--- src/rtl/shift_pkg.sv ---
`default_nettype none
// ============================================================
// Module : shift_pkg - shared types/constants for shift_seq
// Rev    : 1.0
// ============================================================
package shift_pkg;

  localparam int WIDTH    = 8;
  localparam int STEP_MAX = 7;

  localparam logic DIR_R = 1'b0;
  localparam logic DIR_L = 1'b1;

  typedef enum logic [1:0] {
    IDLE  = 2'd0,
    SHIFT = 2'd1,
    DONE  = 2'd2
  } state_e;

endpackage
`default_nettype wire

--- src/rtl/shift_seq_if.sv ---
`default_nettype none
// ============================================================
// Module : shift_seq_if - request/response handshake bundle
// Rev    : 1.0
// ============================================================
interface shift_seq_if import shift_pkg::*; #(
  parameter int AMT_W = 5
) ();

  logic             req_valid;
  logic             req_ready;
  logic [WIDTH-1:0] req_din;
  logic [AMT_W-1:0] req_amt;
  logic             req_lr;
  logic             req_al;
  logic             resp_valid;
  logic             resp_ready;
  logic [WIDTH-1:0] resp_dout;

  modport master (
    output req_valid, req_din, req_amt, req_lr, req_al, resp_ready,
    input  req_ready, resp_valid, resp_dout
  );

  modport slave (
    input  req_valid, req_din, req_amt, req_lr, req_al, resp_ready,
    output req_ready, resp_valid, resp_dout
  );

endinterface
`default_nettype wire

--- src/rtl/barrel_shift8.sv ---
`default_nettype none
// ============================================================
// Module : barrel_shift8 - combinational single-pass 8-bit shifter
// Rev    : 1.0
// ============================================================
module barrel_shift8 import shift_pkg::*; (
  input  wire logic [7:0] din,
  input  wire logic [2:0] shamt,
  input  wire logic       LR,
  input  wire logic       AL,
  output logic      [7:0] dout
);

  // Left shifts always zero-fill; AL only affects right shifts.
  always_comb begin
    dout = din >> shamt;
    if (LR == DIR_L) begin
      dout = din << shamt;
    end else if (AL) begin
      dout = 8'($signed(din) >>> shamt);
    end
  end

endmodule
`default_nettype wire

--- src/rtl/shift_seq.sv ---
`default_nettype none
// ============================================================
// Module : shift_seq - multi-pass sequencer around barrel_shift8
// Rev    : 1.0
// ============================================================
module shift_seq import shift_pkg::*; #(
  parameter int AMT_W = 5
) (
  input  wire logic   clk,
  input  wire logic   rst_n,
  shift_seq_if.slave  bus,
  output logic        busy
);

  localparam logic [1:0] ST_IDLE  = IDLE;
  localparam logic [1:0] ST_SHIFT = SHIFT;
  localparam logic [1:0] ST_DONE  = DONE;

  logic [1:0]       r_state;
  logic [WIDTH-1:0] r_acc;
  logic [AMT_W-1:0] r_rem;
  logic             r_lr;
  logic             r_al;

  logic [2:0]       w_step;
  logic [AMT_W-1:0] w_rem_next;
  logic [WIDTH-1:0] w_shifted;

  // Each pass consumes at most STEP_MAX positions; rem therefore never underflows.
  always_comb begin
    w_step     = (r_rem > AMT_W'(STEP_MAX)) ? 3'(STEP_MAX) : r_rem[2:0];
    w_rem_next = r_rem - AMT_W'(w_step);
  end

  barrel_shift8 u_shift (
    .din   (r_acc),
    .shamt (w_step),
    .LR    (r_lr),
    .AL    (r_al),
    .dout  (w_shifted)
  );

  always_ff @(posedge clk or negedge rst_n) begin
    if (!rst_n) begin
      r_state <= ST_IDLE;
      r_acc   <= '0;
      r_rem   <= '0;
      r_lr    <= 1'b0;
      r_al    <= 1'b0;
    end else begin
      case (r_state)
        ST_IDLE: begin
          if (bus.req_valid) begin
            r_acc   <= bus.req_din;
            r_rem   <= bus.req_amt;
            r_lr    <= bus.req_lr;
            r_al    <= bus.req_al;
            r_state <= (bus.req_amt == '0) ? ST_DONE : ST_SHIFT;
          end
        end
        ST_SHIFT: begin
          r_acc <= w_shifted;
          r_rem <= w_rem_next;
          if (w_rem_next == '0) begin
            r_state <= ST_DONE;
          end
        end
        ST_DONE: begin
          if (bus.resp_ready) begin
            r_state <= ST_IDLE;
          end
        end
        default: r_state <= ST_IDLE;
      endcase
    end
  end

  // Outputs decode straight from state so an asynchronous reset shows at once.
  assign bus.req_ready  = (r_state == ST_IDLE);
  assign bus.resp_valid = (r_state == ST_DONE);
  assign bus.resp_dout  = (r_state == ST_DONE) ? r_acc : '0;
  assign busy           = (r_state != ST_IDLE);

endmodule
`default_nettype wire

--- src/flat_wrapper.sv ---
// flat-port wrapper written by rule: the top's interface ports become plain ports
module shift_seq_flat import shift_pkg::*;
#(
  parameter int AMT_W = 5
)
  (clk, rst_n, busy, bus_req_valid, bus_req_din, bus_req_amt, bus_req_lr, bus_req_al, bus_resp_ready, bus_req_ready, bus_resp_valid, bus_resp_dout);
  shift_seq_if #(.AMT_W(AMT_W)) bus_i ();
  input  wire logic clk;
  input  wire logic rst_n;
  output logic busy;
  input wire logic [$bits(bus_i.req_valid)-1:0] bus_req_valid;
  input wire logic [$bits(bus_i.req_din)-1:0] bus_req_din;
  input wire logic [$bits(bus_i.req_amt)-1:0] bus_req_amt;
  input wire logic [$bits(bus_i.req_lr)-1:0] bus_req_lr;
  input wire logic [$bits(bus_i.req_al)-1:0] bus_req_al;
  input wire logic [$bits(bus_i.resp_ready)-1:0] bus_resp_ready;
  output wire logic [$bits(bus_i.req_ready)-1:0] bus_req_ready;
  output wire logic [$bits(bus_i.resp_valid)-1:0] bus_resp_valid;
  output wire logic [$bits(bus_i.resp_dout)-1:0] bus_resp_dout;
  assign bus_i.req_valid = bus_req_valid;
  assign bus_i.req_din = bus_req_din;
  assign bus_i.req_amt = bus_req_amt;
  assign bus_i.req_lr = bus_req_lr;
  assign bus_i.req_al = bus_req_al;
  assign bus_i.resp_ready = bus_resp_ready;
  assign bus_req_ready = bus_i.req_ready;
  assign bus_resp_valid = bus_i.resp_valid;
  assign bus_resp_dout = bus_i.resp_dout;
  shift_seq #(.AMT_W(AMT_W)) u_core (.clk(clk), .rst_n(rst_n), .bus(bus_i), .busy(busy));
endmodule
--- config.mk ---
export PLATFORM = sky130hd
export DESIGN_NAME = shift_seq_flat
export DESIGN_NICKNAME = d
export VERILOG_FILES = /design/src/rtl/shift_pkg.sv /design/src/rtl/shift_seq_if.sv /design/src/rtl/barrel_shift8.sv /design/src/rtl/shift_seq.sv /design/src/flat_wrapper.sv
export SDC_FILE = /design/constraint.sdc
export NUM_CORES = 1
export LEC_CHECK = 0
export CAP_MARGIN = 20
export CELL_PAD_IN_SITES_DETAIL_PLACEMENT = 0
export CELL_PAD_IN_SITES_GLOBAL_PLACEMENT = 1
export CORE_AREA = 3 3 59 88
export DETAILED_ROUTE_END_ITERATION = 7
export DIE_AREA = 0 0 62 91
export PLACE_DENSITY = 0.8
export SETUP_SLACK_MARGIN = 0.2
export SKIP_CTS_REPAIR_TIMING = 1
export SYNTH_ARGS = -nofsm -noshare
export SYNTH_HDL_FRONTEND = slang
export SYNTH_SLANG_ARGS = --single-unit
--- constraint.sdc ---
create_clock -name clk -period 2.6 [get_ports clk]
set_input_delay 0.26 -clock clk [delete_from_list [all_inputs] [get_ports clk]]
set_output_delay 0.26 -clock clk [all_outputs]
set_load 0.02 [all_outputs]
==> out/qor.csv <==
metric,value,unit
slew_headroom,0.397,
place_ws,0.568,ns
drt-wirelength-per-cell,19.2,um
remaining_drc_errors,0,
avgSynthCellArea,7.47,um^2
crit_type,flip-flop to output port,
finalNonFillerCells,304,
hp-class,input pin to asynchronous set/reset pin,
grt_max_degree,20,
status,"complete, no violations",
dpl_cell_area,0.00197,mm^2
finalCritPeriodShare,0.839,
yosys.area_share.adder,0.00748,
antenna_found_initial,0,
grt_pass1_wl,9670,um
worst_slew_pin_slew,0.902,ns
final.fill_count,463,
cts_sinks,17,
end_kind,output port,
die_h,91,um
ys_seq_area_frac,0.254,
overflow,0,
synth-seq-cells,17,
reg2reg_from,u_core.r_rem[4]$_DFFE_PN0P_,
num_io_pins,30,
die_w,62,um
drive_above_1_share,0.0917,
gp_congestion,0.947,
syn_to_final_growth,20.3,%
grt_usage,0.224,
synth_compound_area_frac,0.276,
maxSlewViolCount,0,
critical_path_arrival,1.92,ns
yosys_warnings,0,
tritoncts,yes,
clk_path_buf_depth,2,
cap_violations,0,
setup_viol,0,
initial_core_util,0.368,
vdd_drop_max,0.000744,V
rows,30,
power_density,1280,mW/mm^2
synthCells,224,
timing.hold.ws,0.501,ns
startpoint_type,flip-flop,
layout_commonest_cell,clkdlybuf4s50_1,
finalPower,2.58,mW
core_area,0.00454,mm^2
dr.first_iter.drc_count,131,
insertion_delay,0.26,ns
stdcell_area,0.00201,mm^2
rsz0062_at_grt,no,
synthDistinctLibCells,56,
hold_violations,0,
io_buffers,29,
setup_slack,0.418,ns
finClkSkew,0.00505,ns
synth_top_family_by_area,simple AND/OR/NAND/NOR gates,
die_area,0.00564,mm^2
synthSimpleGateAreaFrac,0.310,
clk_pin_slew,0.08,ns
final_cell_mix,"clkdlybuf4s50_1, nor2_1, a21oi_1",
synth_xor_area_frac,0,
cts_made_buffers,3,
fin_tns_setup,0,ns
crit_fanout,8,
required,2.34,ns
n_antenna_cell,0,
syn-num-nets,244,
htree_num_levels,1,
path_cells,nor2b_1 -> inv_1 -> nor2_1 -> clkdlybuf4s50_1,
period_needed,2.18,ns
muxShareOfSynthArea,0.0561,
grt_pass1_vias,1853,
reg2reg_depth,5,
reg2reg_slack,0.51,ns
crit_slowest_cell,clkdlybuf4s50_1,
fin_util,0.443,
place_inst,300,
num_vias,1857,
drt-pass1-iter-count,4,
cts.root.buffer_cell,clkbuf_8,
slowest_delay,0.61,ns
ys.flop_type,dfrtp_1,
leakage,0.775,nW
ant_nets,0,
place_hpwl,4250,um
synth-async-reset-ratio,1.00,
max_freq,0.458,GHz
r2r-end,u_core.r_acc[3]$_DFFE_PN0P_,
viasPerCell,6.11,
synth_area,0.00167,mm^2
synth_edf_count,0,
wl,5830,um
nets,261,
-- per-layer routing --
metal  vias up  part of all wire  GRT usage
met1       855              0.37      0.288
li1        856                 -          -
met5         -                 0          0
met4         0             0.059      0.113
met2       112              0.50      0.358
met3        34             0.071     0.0199
-- critical path, delay by kind of cell, from the launching register on --
kind | cells | cell delay [ns]
DFF | 1 | 0.39
buffers and inverters | 2 | 0.76
and+or+nand+nor | 2 | 0.52
-- flip-flops by register name, indices dropped and copies added, names as in the netlist --
name	cells
u_core.r_al	1
u_core.r_state	2
u_core.r_rem	5
u_core.r_lr	1
u_core.r_acc	8
-- synth_stat cells (2+ instances only) --
| cell type | count | share of area |
|---|---|---|
| a211oi_1 | 6 | 0.027 |
| a21oi_1 | 21 | 0.063 |
| a221oi_1 | 2 | 0.010 |
| a22oi_1 | 3 | 0.013 |
| a31oi_1 | 3 | 0.011 |
| a32oi_1 | 3 | 0.016 |
| and2_1 | 6 | 0.022 |
| and3_1 | 2 | 0.0075 |
| and3b_1 | 2 | 0.010 |
| buf_2 | 7 | 0.021 |
| buf_4 | 5 | 0.022 |
| clkbuf_1 | 9 | 0.020 |
| dfrtp_1 | 17 | 0.25 |
| inv_1 | 10 | 0.022 |
| mux2_2 | 3 | 0.020 |
| mux2i_1 | 6 | 0.036 |
| nand2_1 | 12 | 0.027 |
| nand2b_1 | 3 | 0.011 |
| nand3_1 | 6 | 0.018 |
| nand3b_1 | 2 | 0.0090 |
| nand4_1 | 2 | 0.0075 |
| nor2_1 | 24 | 0.054 |
| nor2b_1 | 5 | 0.019 |
| nor3_1 | 4 | 0.012 |
| nor3b_1 | 3 | 0.013 |
| nor4_1 | 3 | 0.011 |
| o21ai_0 | 13 | 0.039 |
| o22ai_1 | 7 | 0.026 |
| or2_2 | 3 | 0.011 |
| or3_1 | 4 | 0.015 |
| or4_1 | 3 | 0.013 |
-- cell type report --
type / instances / area [um^2] / share of cell area
clock inverter: 1 / 5.00 / 0.00249
timing repair buffer: 35 / 335 / 0.167
inverter: 10 / 37.5 / 0.0187
tap: 64 / 80.1 / 0.0398
clock buffer: 3 / 41.3 / 0.0205
sequential: 17 / 425 / 0.211
multi-input combinational: 174 / 1090 / 0.540
-- where the power goes --
part           total (mW)  switching [mW]  internal [mW]  leakage (nW)
clock               0.212           0.105          0.107        0.0255
sequential          0.758           0.363          0.395         0.205
combinational        1.61           0.932          0.676         0.544
-- worst max path at each step --
| stage | start | to | slack [ns] |
|---|---|---|---|
| floorplan | u_core.r_state[1]$_DFFE_PN0P_ | bus_resp_dout[2] | 0.65 |
| global placement | u_core.r_rem[4]$_DFFE_PN0P_ | u_core.r_acc[7]$_DFFE_PN0P_ | 0.58 |
| detailed placement | u_core.r_rem[4]$_DFFE_PN0P_ | u_core.r_rem[2]$_DFFE_PN0P_ | 0.57 |
| CTS | u_core.r_state[0]$_DFFE_PN0P_ | bus_resp_dout[2] | 0.37 |
| global route | u_core.r_state[0]$_DFFE_PN0P_ | bus_resp_dout[2] | 0.29 |
| finish | u_core.r_state[0]$_DFFE_PN0P_ | bus_resp_dout[2] | 0.42 |
-- cell families after synthesis --
group	count (synthesis)
AO/OA/AOI/OAI	72
adder cells (fa/ha/maj)	1
buffers and inverters	33
flip-flops	17
multiplexers	9
AND/OR/NAND/NOR	92
(Power assumes the default switching activity.)
